--- src/rtl/gcd_pkg.sv ---
// ---------------------------------------------------------------------------
// gcd_pkg
//
// Shared types and defaults for the subtractive GCD controller slice.
//
// Contents:
//   gcd_state_e    controller state encoding (IDLE, LOAD, RUN, DONE, ERR)
//   GCD_WIDTH      default operand width, must match the GCD datapath
//   GCD_MAX_ITER   default number of subtract steps allowed before timeout
//   cnt_width()    width needed to hold an iteration count 0..max_iter
//
// Optional feature macro used elsewhere in this slice: GCD_ZERO_GUARD_EN
// ---------------------------------------------------------------------------
package gcd_pkg;

   typedef enum logic [2:0] {
      IDLE = 3'd0,
      LOAD = 3'd1,
      RUN  = 3'd2,
      DONE = 3'd3,
      ERR  = 3'd4
   } gcd_state_e;

   localparam int GCD_WIDTH    = 7;
   localparam int GCD_MAX_ITER = 128;

   // The counter has to be able to represent MAX_ITER itself, because the
   // timeout decision is taken when the count has reached exactly that value.
   function automatic int cnt_width(input int max_iter);
      return $clog2(max_iter + 1);
   endfunction

endpackage : gcd_pkg

--- src/rtl/gcd_controller_if.sv ---
// ---------------------------------------------------------------------------
// gcd_controller_if
//
// Bundles every signal between the GCD controller and its surroundings
// (requester handshake, operand buses, datapath flags and datapath controls).
//
// Parameters:
//   WIDTH     operand width
//   MAX_ITER  timeout limit; sizes iter_cnt
//
// Signals:
//   start, op_a, op_b            requester -> controller
//   a_gt_b, a_eq_b, a_lt_b       datapath  -> controller
//   a_sel, b_sel, a_ld, b_ld,
//   output_en                    controller -> datapath
//   busy, done, err, iter_cnt    controller -> requester
//
// Modports:
//   master  the environment (requester plus datapath)
//   slave   the controller
// ---------------------------------------------------------------------------
interface gcd_controller_if
   import gcd_pkg::*;
#(
   parameter int WIDTH    = GCD_WIDTH,
   parameter int MAX_ITER = GCD_MAX_ITER
);

   localparam int CNT_W = cnt_width(MAX_ITER);

   logic             start;
   logic [WIDTH-1:0] op_a;
   logic [WIDTH-1:0] op_b;
   logic             a_gt_b;
   logic             a_eq_b;
   logic             a_lt_b;
   logic             a_sel;
   logic             b_sel;
   logic             a_ld;
   logic             b_ld;
   logic             output_en;
   logic             busy;
   logic             done;
   logic             err;
   logic [CNT_W-1:0] iter_cnt;

   modport master (
      output start, op_a, op_b, a_gt_b, a_eq_b, a_lt_b,
      input  a_sel, b_sel, a_ld, b_ld, output_en, busy, done, err, iter_cnt
   );

   modport slave (
      input  start, op_a, op_b, a_gt_b, a_eq_b, a_lt_b,
      output a_sel, b_sel, a_ld, b_ld, output_en, busy, done, err, iter_cnt
   );

endinterface : gcd_controller_if

--- src/rtl/gcd_iter_counter.sv ---
// ---------------------------------------------------------------------------
// gcd_iter_counter
//
// Saturating count of subtract steps taken by the GCD controller.
//
// Parameters:
//   MAX_ITER  saturation value (timeout limit)
//
// Ports:
//   clk     in   clock, rising edge
//   rst     in   asynchronous reset, active low
//   clear   in   return the count to zero (new computation accepted)
//   inc     in   one subtract step was issued this cycle
//   count   out  current number of steps, held after the run ends
//   at_max  out  count has reached MAX_ITER
// ---------------------------------------------------------------------------
module gcd_iter_counter
   import gcd_pkg::*;
#(
   parameter  int MAX_ITER = GCD_MAX_ITER,
   localparam int CNT_W    = cnt_width(MAX_ITER)
) (
   input  logic             clk,
   input  logic             rst,
   input  logic             clear,
   input  logic             inc,
   output logic [CNT_W-1:0] count,
   output logic             at_max
);

   logic [CNT_W-1:0] count_q;

   assign at_max = (count_q == CNT_W'(MAX_ITER));
   assign count  = count_q;

   // Clear wins over increment; once the limit is reached the count freezes
   // so the reported value never wraps back to a small number.
   always_ff @(posedge clk or negedge rst) begin
      if (!rst) begin
         count_q <= '0;
      end else if (clear) begin
         count_q <= '0;
      end else if (inc && !at_max) begin
         count_q <= count_q + 1'b1;
      end
   end

endmodule : gcd_iter_counter

--- src/rtl/gcd_controller.sv ---
// ---------------------------------------------------------------------------
// gcd_controller
//
// Control FSM for a subtractive (Euclidean) GCD datapath. It loads the two
// operands, then issues one subtraction per cycle (larger minus smaller)
// until the datapath reports equality, at which point the result register
// is captured and done pulses. Inconsistent flags or too many steps abort
// the run with an err pulse and no result capture.
//
// Parameters:
//   WIDTH     operand width, must match the datapath
//   MAX_ITER  subtract steps allowed before timeout (>= 1)
//
// Ports:
//   clk   in     clock, rising edge
//   rst   in     asynchronous reset, active low
//   bus   slave  gcd_controller_if: start/op_a/op_b and datapath flags in;
//                a_sel/b_sel/a_ld/b_ld/output_en, busy/done/err, iter_cnt out
//
// Optional feature (compile-time macro GCD_ZERO_GUARD_EN):
//   when defined, a start with a zero operand goes straight to ERR without
//   touching the datapath; when undefined op_a/op_b are not looked at.
//
// Latency with start sampled in cycle T: LOAD at T+1, first RUN at T+2,
// done at T+3+N where N is the final iter_cnt.
// ---------------------------------------------------------------------------
module gcd_controller
   import gcd_pkg::*;
#(
   parameter int WIDTH    = GCD_WIDTH,
   parameter int MAX_ITER = GCD_MAX_ITER
) (
   input  logic              clk,
   input  logic              rst,
   gcd_controller_if.slave   bus
);

   localparam int CNT_W = cnt_width(MAX_ITER);

   // Reject nonsensical configurations at elaboration time.
   if (WIDTH < 1) begin : g_bad_width
      $error("gcd_controller: WIDTH must be at least 1");
   end
   if (MAX_ITER < 1) begin : g_bad_max_iter
      $error("gcd_controller: MAX_ITER must be at least 1");
   end

   gcd_state_e       state_q;
   gcd_state_e       state_d;

   logic             a_sel;
   logic             b_sel;
   logic             a_ld;
   logic             b_ld;
   logic             output_en;
   logic             busy;
   logic             done;
   logic             err;

   logic             cnt_clear;
   logic             cnt_inc;
   logic             cnt_at_max;
   logic [CNT_W-1:0] cnt;

   logic             flags_valid;
   logic             zero_operand;

   // Exactly one comparison flag must be high; anything else means the
   // datapath is broken or out of step with us, and we refuse to continue.
   assign flags_valid = $onehot({bus.a_gt_b, bus.a_eq_b, bus.a_lt_b});

`ifdef GCD_ZERO_GUARD_EN
   // A zero operand would make the subtractive loop spin until timeout
   // (or finish trivially for 0,0), so it is refused before any load.
   assign zero_operand = (bus.op_a == '0) || (bus.op_b == '0);
`else
   assign zero_operand = 1'b0;
`endif

   gcd_iter_counter #(
      .MAX_ITER (MAX_ITER)
   ) u_iter_counter (
      .clk    (clk),
      .rst    (rst),
      .clear  (cnt_clear),
      .inc    (cnt_inc),
      .count  (cnt),
      .at_max (cnt_at_max)
   );

   // State register. Reset is asynchronous so a mid-run reset drops every
   // control output immediately, without a done or err pulse.
   always_ff @(posedge clk or negedge rst) begin
      if (!rst) begin
         state_q <= IDLE;
      end else begin
         state_q <= state_d;
      end
   end

   // Next state and outputs. All outputs default to 0; each state raises
   // only what it needs. In RUN, bad flags are checked before equality, and
   // equality before the timeout, so a run finishing exactly on the last
   // allowed step still reports done.
   always_comb begin
      state_d   = state_q;
      a_sel     = 1'b0;
      b_sel     = 1'b0;
      a_ld      = 1'b0;
      b_ld      = 1'b0;
      output_en = 1'b0;
      busy      = 1'b0;
      done      = 1'b0;
      err       = 1'b0;
      cnt_clear = 1'b0;
      cnt_inc   = 1'b0;

      unique case (state_q)
         IDLE: begin
            if (bus.start) begin
               cnt_clear = 1'b1;
               state_d   = zero_operand ? ERR : LOAD;
            end
         end

         LOAD: begin
            busy    = 1'b1;
            a_ld    = 1'b1;
            b_ld    = 1'b1;
            state_d = RUN;
         end

         RUN: begin
            busy = 1'b1;
            if (!flags_valid) begin
               state_d = ERR;
            end else if (bus.a_eq_b) begin
               output_en = 1'b1;
               state_d   = DONE;
            end else if (cnt_at_max) begin
               state_d = ERR;
            end else if (bus.a_gt_b) begin
               a_sel   = 1'b1;
               a_ld    = 1'b1;
               cnt_inc = 1'b1;
            end else begin
               b_sel   = 1'b1;
               b_ld    = 1'b1;
               cnt_inc = 1'b1;
            end
         end

         DONE: begin
            done    = 1'b1;
            state_d = IDLE;
         end

         ERR: begin
            err     = 1'b1;
            state_d = IDLE;
         end

         default: begin
            state_d = IDLE;
         end
      endcase
   end

   assign bus.a_sel     = a_sel;
   assign bus.b_sel     = b_sel;
   assign bus.a_ld      = a_ld;
   assign bus.b_ld      = b_ld;
   assign bus.output_en = output_en;
   assign bus.busy      = busy;
   assign bus.done      = done;
   assign bus.err       = err;
   assign bus.iter_cnt  = cnt;

endmodule : gcd_controller

--- src/flat_wrapper.sv ---
// flat-port wrapper written by rule: the top's interface ports become plain ports
module gcd_controller_flat import gcd_pkg::*;
#(
   parameter int WIDTH    = GCD_WIDTH,
   parameter int MAX_ITER = GCD_MAX_ITER
)
  (clk, rst, bus_start, bus_op_a, bus_op_b, bus_a_gt_b, bus_a_eq_b, bus_a_lt_b, bus_a_sel, bus_b_sel, bus_a_ld, bus_b_ld, bus_output_en, bus_busy, bus_done, bus_err, bus_iter_cnt);
  gcd_controller_if #(.WIDTH(WIDTH), .MAX_ITER(MAX_ITER)) bus_i ();
  input  logic clk;
  input  logic rst;
  input wire logic [$bits(bus_i.start)-1:0] bus_start;
  input wire logic [$bits(bus_i.op_a)-1:0] bus_op_a;
  input wire logic [$bits(bus_i.op_b)-1:0] bus_op_b;
  input wire logic [$bits(bus_i.a_gt_b)-1:0] bus_a_gt_b;
  input wire logic [$bits(bus_i.a_eq_b)-1:0] bus_a_eq_b;
  input wire logic [$bits(bus_i.a_lt_b)-1:0] bus_a_lt_b;
  output wire logic [$bits(bus_i.a_sel)-1:0] bus_a_sel;
  output wire logic [$bits(bus_i.b_sel)-1:0] bus_b_sel;
  output wire logic [$bits(bus_i.a_ld)-1:0] bus_a_ld;
  output wire logic [$bits(bus_i.b_ld)-1:0] bus_b_ld;
  output wire logic [$bits(bus_i.output_en)-1:0] bus_output_en;
  output wire logic [$bits(bus_i.busy)-1:0] bus_busy;
  output wire logic [$bits(bus_i.done)-1:0] bus_done;
  output wire logic [$bits(bus_i.err)-1:0] bus_err;
  output wire logic [$bits(bus_i.iter_cnt)-1:0] bus_iter_cnt;
  assign bus_i.start = bus_start;
  assign bus_i.op_a = bus_op_a;
  assign bus_i.op_b = bus_op_b;
  assign bus_i.a_gt_b = bus_a_gt_b;
  assign bus_i.a_eq_b = bus_a_eq_b;
  assign bus_i.a_lt_b = bus_a_lt_b;
  assign bus_a_sel = bus_i.a_sel;
  assign bus_b_sel = bus_i.b_sel;
  assign bus_a_ld = bus_i.a_ld;
  assign bus_b_ld = bus_i.b_ld;
  assign bus_output_en = bus_i.output_en;
  assign bus_busy = bus_i.busy;
  assign bus_done = bus_i.done;
  assign bus_err = bus_i.err;
  assign bus_iter_cnt = bus_i.iter_cnt;
  gcd_controller #(.WIDTH(WIDTH), .MAX_ITER(MAX_ITER)) u_core (.clk(clk), .rst(rst), .bus(bus_i));
endmodule
--- config.mk ---
export PLATFORM = sky130hd
export DESIGN_NAME = gcd_controller_flat
export DESIGN_NICKNAME = d
export VERILOG_FILES = /design/src/rtl/gcd_pkg.sv /design/src/rtl/gcd_controller_if.sv /design/src/rtl/gcd_iter_counter.sv /design/src/rtl/gcd_controller.sv /design/src/flat_wrapper.sv
export SDC_FILE = /design/constraint.sdc
export NUM_CORES = 1
export LEC_CHECK = 0
export BUFFER_PORTS_ARGS = -buffer_cell sky130_fd_sc_hd__buf_4
export CORE_MARGIN = 2
export CORE_UTILIZATION = 43
export CTS_BUF_LIST = sky130_fd_sc_hd__clkbuf_16
export CTS_CLUSTER_DIAMETER = 100
export DETAILED_ROUTE_END_ITERATION = 8
export GPL_TIMING_DRIVEN = 0
export PLACE_DENSITY_LB_ADDON = 0.05
export SLEW_MARGIN = 20
export SYNTH_ARGS = -nofsm -noshare
export SYNTH_HDL_FRONTEND = slang
export SYNTH_SLANG_ARGS = --single-unit
--- constraint.sdc ---
create_clock -name clk -period 2.1 [get_ports clk]
set_input_delay 0.105 -clock clk [delete_from_list [all_inputs] [get_ports clk]]
set_output_delay 0.105 -clock clk [all_outputs]
set_load 0.01 [all_outputs]
==> impl_metrics.ini, run 1 <==
[timing]
worst_slack_ns = 0.164
relSlewSlack = 0.422
hold_viol = 0
period_share = 0.922
min_period_ns = 1.94
setup_tns_ns = 0
finClkSkew_ns = 0.00103
setup_viol = 0
fmax_mhz = 517
tightest_slew_ns = 0.865
slew_violations = 0
rsz0062_at_grt = false

[logic_synthesis]
synthCells = 70
ys_top_cells_by_area = dfrtp_1, xnor2_1, nor2_1, ha_1, mux2_2
yosysTopAreaCellShare = 0.400
ys_seq_elements = 11
synth_area_per_cell_sq_um = 9.83
yosys.area.top_type = dfrtp_1
synth.distinct_cells = 28
ys_seq_area_frac = 0.400
syn_nets = 93
netlist_area_sq_um = 688
synth_warnings = 0

[detailed_routing]
drt_wl_total_mm = 1.33
vias = 570
ant_nets = 0
drc = 0
wl_per_cell_microns = 11.9
viasPerCell = 5.09
drt-initial-drc-count = 3
firstDrtPassIters = 3

[worst_setup_path]
start_kind = flip-flop
critPathSlowestCell = dfrtp_1
arrival_ns = 1.83
worstPathMaxFanout = 9
end_kind = primary output
crit_chain = or3b_1 -> buf_6 -> nor3_4 -> nand2_2 -> o21ai_0 -> buf_4
regToRegSetupSlack_ns = 0.36
cp_data_required_time_ns = 2.00
crit_type = flip-flop to primary output
slowest_delay_ns = 0.41
rr_worst_depth = 4

[floorplanning]
core_sq_um = 1510
rows = 14
dieHeight_microns = 44.0
die_x_microns = 44.0
io_pins = 36
die_area_sq_um = 1940
start_util = 0.457

[pwr]
pwr-share-clk = 0.363
power_mw = 0.931
power_switching_mw = 0.276
seq_power_share = 0.307
power_leakage_nw = 0.458
power.internal_mw = 0.655
power_frac_comb = 0.330
power_density_nw_per_um2 = 974
power.share.switching = 0.296
peakVddDrop_uv = 519

[finish]
syn2layout_area_growth_pct = 38.9
nets = 120
multi_input_area_sq_um = 383
drive_gt1_frac = 0.375
final_common_cell = buf_4
antenna_cells = 0
seq_area_sq_um = 277
mostFrequentLayoutCells = buf_4, nor2_1, dfrtp_1
fin_cells = 112
n_fill_cell = 131

[grt]
grt_pass1_vias = 557
gr-usage-all-layers = 0.176
grt_max_degree = 12
antenna_found_initial = 0
grt_overflow = 0
grt_pass1_wl_mm = 2.39

[clocking]
worst_skew_pair.late_latency_ns = 0.24
cts_buffer_depth = 2
cts_inserted_buffers = 3
htreeDepth = 1
clk_pin_slew_ns = 0.04
clockRootBuffer = clkbuf_16
tritoncts = yes
cts.sinks = 11

[placement]
globalplace.congestion = 0.708
dpl.hpwl_microns = 950
place_ws_ns = 0.0104
numPlacedInstances = 107
numPortBuffers = 21

[min_path]
hold_path_class = primary input to flip-flop
holdPathStages = 4

[run_status]
outcome = completed

[flow_run]
maxCapViolCount = 0
[cells by family after synthesis]
logic type               count (synthesis)  synth area share
multiplexers                             3            0.0473
AO/OA/AOI/OAI                            4            0.0400
flip-flops                              11             0.400
buffers and inverters                    6            0.0436
XOR/XNOR                                 6            0.0764
adder cells (fa/ha/maj)                  3            0.0654
AND/OR/NAND/NOR                         37             0.327
[per-stage QoR]
step | util | hold slack, ns | instance area, sq um
global placement | 0.575 | -0.0507 | 866
floorplan | - | -0.191 | 688
finish | 0.635 | 0.232 | 956
CTS | 0.634 | 0.229 | 955
detailed placement | 0.575 | -0.0506 | 866
global route | 0.635 | 0.265 | 956
[sequential cells by signal, indices dropped and copies added, names as in the netlist]
register,flops
u_core.u_iter_counter.count,8
u_core.state_q,3
[area by class of cell]
cell class                 count  area share
tap                           16      0.0209
inverter                       5      0.0196
timing repair buffer          22       0.175
multi-input combinational     53       0.401
sequential                    11       0.289
clock buffer                   3      0.0785
clock inverter                 1     0.00393
buffer                         1      0.0118
[worst max-delay path: cells and delay by family (launching register included)]
kind                   cells  cell delay [ns]
buffers and inverters      2             0.30
flip-flops                 1             0.41
AND/OR/NAND/NOR            3             0.71
AO/OA/AOI/OAI              1             0.17
[worst paths after layout]
| check | from | to |
|---|---|---|
| worst min register to register | u_core.u_iter_counter.count[2] | u_core.u_iter_counter.count[2] |
| min in group asynchronous | rst | u_core.state_q[2] |
| max in group asynchronous | rst | u_core.state_q[1] |
| worst min-delay path | bus_a_eq_b | u_core.u_iter_counter.count[2] |
| worst max register to register | u_core.u_iter_counter.count[2] | u_core.u_iter_counter.count[5] |
| worst max-delay path | u_core.state_q[2] | bus_a_ld |
[power by group through the flow]
| stage | Clock [mW] | Sequential (mW) | Combinational, mW |
|---|---|---|---|
| after global routing | 0.357 | 0.296 | 0.349 |
| after global placement | 0 | 0.285 | 0.304 |
| final | 0.338 | 0.286 | 0.307 |
| after floorplan | 0 | 0.282 | 0.186 |
| after CTS | 0.344 | 0.285 | 0.313 |
| after detailed placement | 0 | 0.286 | 0.308 |
[timing repair]
action,4_1_cts,5_1_grt
setup buffers,0,0
hold endpoints to repair,11,0
hold buffers,1,0
endpoints found under the setup margin,0,1
gates resized for setup,0,2
[metal layers]
| layer | track usage | vias to the layer above | routed length [microns] |
|---|---|---|---|
| met5 | 0 | - | 0 |
| met1 | 0.208 | 257 | 597 |
| met2 | 0.279 | 15 | 639 |
| met3 | 0.0625 | 2 | 78 |
| li1 | - | 296 | - |
| met4 | 0.0909 | 0 | 18 |
[Yosys cell counts]
cell and number:
o31ai_1 1, o21ai_0 2, or4bb_4 1, inv_1 5, mux2_2 2, nor2_1 12, nor3b_1 1, or3b_2 1
nor4_1 3, fa_1 1, dfrtp_1 11, nand2b_1 2, nand2_1 4, or3b_1 1, xnor2_1 6, o21ba_2 1
nor3_1 3, nand4_1 1, nand2_2 1, nand3_1 2, nor4b_2 1, mux2i_1 1, ha_1 2, buf_6 1
nor4b_1 1, or2_2 1, and3b_2 1, nor3_4 1
No activity file was read; power rests on OpenSTA's default activity.
==> run 2: changes to the inputs <==
Settings changed: GPL_TIMING_DRIVEN 0 to 1.
Clock period 2.1 ns to 1.8 ns, I/O delays scaled along.
==> run 2 against run 1 <==
  * Count of clock-buffer cells in the layout is the same
  * Clock skew shrank 0.00072 ns
  * Routed wire length grew 9.4%
  * Global-route usage grew 0.94 points
  * Sequential share of layout area shrank 2.3 points
  * Via count grew 7.5%
  * Total power grew 24%
  * Clock power grew 19%
  * Worst hold slack lost 0.0085 ns
  * Cell count grew 7.1%
  * Combinational power grew 47%
  * Critical path depth grew 1
==> impl_metrics.ini, run 2 (synthesized netlist as in run 1, its figures left out) <==
[placement]
globalplace.congestion = 0.734
numPortBuffers = 21
place_ws_ns = -0.204
dpl.hpwl_mm = 1.11

[worst_setup_path]
cp_data_required_time_ns = 1.93
r2r-end = u_core.u_iter_counter.count[1]
reg2reg_from = u_core.u_iter_counter.count[4]
start_kind = primary input
worstPathMaxFanout = 5
end_kind = flip-flop
arrival_ns = 1.85
crit_type = primary input to flip-flop
regToRegSetupSlack_ns = 0.11
rr_worst_depth = 5

[floorplanning]
io_pins = 36
dieHeight_microns = 44.0
start_util = 0.457
rows = 14
die_area_sq_um = 1940
die_x_microns = 44.0
core_sq_um = 1510

[grt]
grt_pass1_wl_mm = 2.50
grt_max_degree = 12
antenna_found_initial = 0
grt_pass1_vias = 585
gr-usage-all-layers = 0.186
grt_overflow = 0

[pwr]
power_switching_mw = 0.342
power_frac_comb = 0.391
seq_power_share = 0.262
pwr-share-clk = 0.347
power_mw = 1.16
peakVddDrop_uv = 672
power.share.switching = 0.296
power_density_nw_per_um2 = 1120
power.internal_mw = 0.814
power_leakage_nw = 0.500

[detailed_routing]
viasPerCell = 5.11
drt-initial-drc-count = 5
drt_wl_total_mm = 1.46
wl_per_cell_microns = 12.2
firstDrtPassIters = 3
ant_nets = 0
vias = 613
drc = 0

[finish]
final_common_cell = buf_4
nets = 128
n_fill_cell = 129
final_util = 0.685
syn2layout_area_growth_pct = 50.0
seq_area_sq_um = 275
multi_input_area_sq_um = 404
largest_reg_flops = 8
antenna_cells = 0
mostFrequentLayoutCells = buf_4, nor2_1, dfrtp_1
drive_gt1_frac = 0.452

[flow_run]
maxCapViolCount = 0

[timing]
tightest_slew_ns = 0.406
slew_violations = 0
setup_viol = 0
hold_viol = 0
rsz0062_at_grt = true
worst_slack_ns = 0.0809
fmax_mhz = 582
relSlewSlack = 0.728
min_period_ns = 1.72
period_share = 0.955
finClkSkew_ns = 0.000315
fin_hold_ws_ns = 0.223

[clocking]
worst_skew_pair.late_latency_ns = 0.24
cts_buffer_depth = 2
htreeDepth = 1
cts.sinks = 11
cts_inserted_buffers = 3
clockRootBuffer = clkbuf_16
clk_pin_slew_ns = 0.04
tritoncts = yes

[min_path]
hold_path_class = primary input to async pin

[run_status]
outcome = completed
run 2: cell types whose count changed in the layout (fill, tap and decap cells not counted), sizes merged:
cell,before,now
buf,22,30
run 2: layout make-up:
class / count / area share
clock buffer: 3 / 0.0727
clock inverter: 1 / 0.00364
multi-input combinational: 53 / 0.392
timing repair buffer: 31 / 0.228
tap: 16 / 0.0194
inverter: 5 / 0.0182
sequential: 11 / 0.267
run 2: how the worst max path moves through the flow:
stage,end,slack [ns],from
6_report,u_core.u_iter_counter.count[7],0.08,bus_a_gt_b
5_1_grt,u_core.u_iter_counter.count[7],-0.03,bus_a_gt_b
4_1_cts,bus_a_ld,0.03,u_core.state_q[0]
3_5_place_dp,u_core.u_iter_counter.count[7],-0.20,bus_a_gt_b
3_3_place_gp,u_core.u_iter_counter.count[7],-0.21,bus_a_gt_b
2_1_floorplan,u_core.u_iter_counter.count[7],0.002,bus_a_lt_b
run 2: what timing repair did:
action	CTS	global route
setup buffers	1	1
resized for setup	1	5
pin swaps	1	1
endpoints found under the setup margin	4	5
endpoints found under the hold margin	11	0
hold buffers	1	0
run 2: critical path, stage by stage:
cell	delay [ns]
buf_4	0.12
inv_1	0.10
fa_1	0.44
or4bb_4	0.58
nor4_2	0.32
xnor2_1	0.15
nor2_1	0.05
run 2: through the flow:
stage | setup TNS [ns] | instances | instance area (sq um)
3_3_place_gp | -0.580 | 113 | 907
4_1_cts | 0 | 119 | 1010
5_1_grt | -0.0360 | 120 | 1030
6_report | 0 | 120 | 1030
3_5_place_dp | -0.692 | 113 | 907
2_1_floorplan | 0 | 70 | 688
run 2: metal layers:
metal,GRT usage,part of all wire,vias to the layer above
met5,0,0,-
met4,0.127,0.027,0
met3,0.0375,0.056,5
met2,0.282,0.46,16
met1,0.235,0.45,283
li1,-,-,309
run 2: power by group through the flow:
stage	clock [mW]	sequential, mW	combinational (mW)
floorplan	0	0.329	0.216
global placement	0	0.305	0.421
detailed placement	0	0.305	0.424
CTS	0.405	0.303	0.449
global route	0.420	0.308	0.508
finish	0.401	0.303	0.452
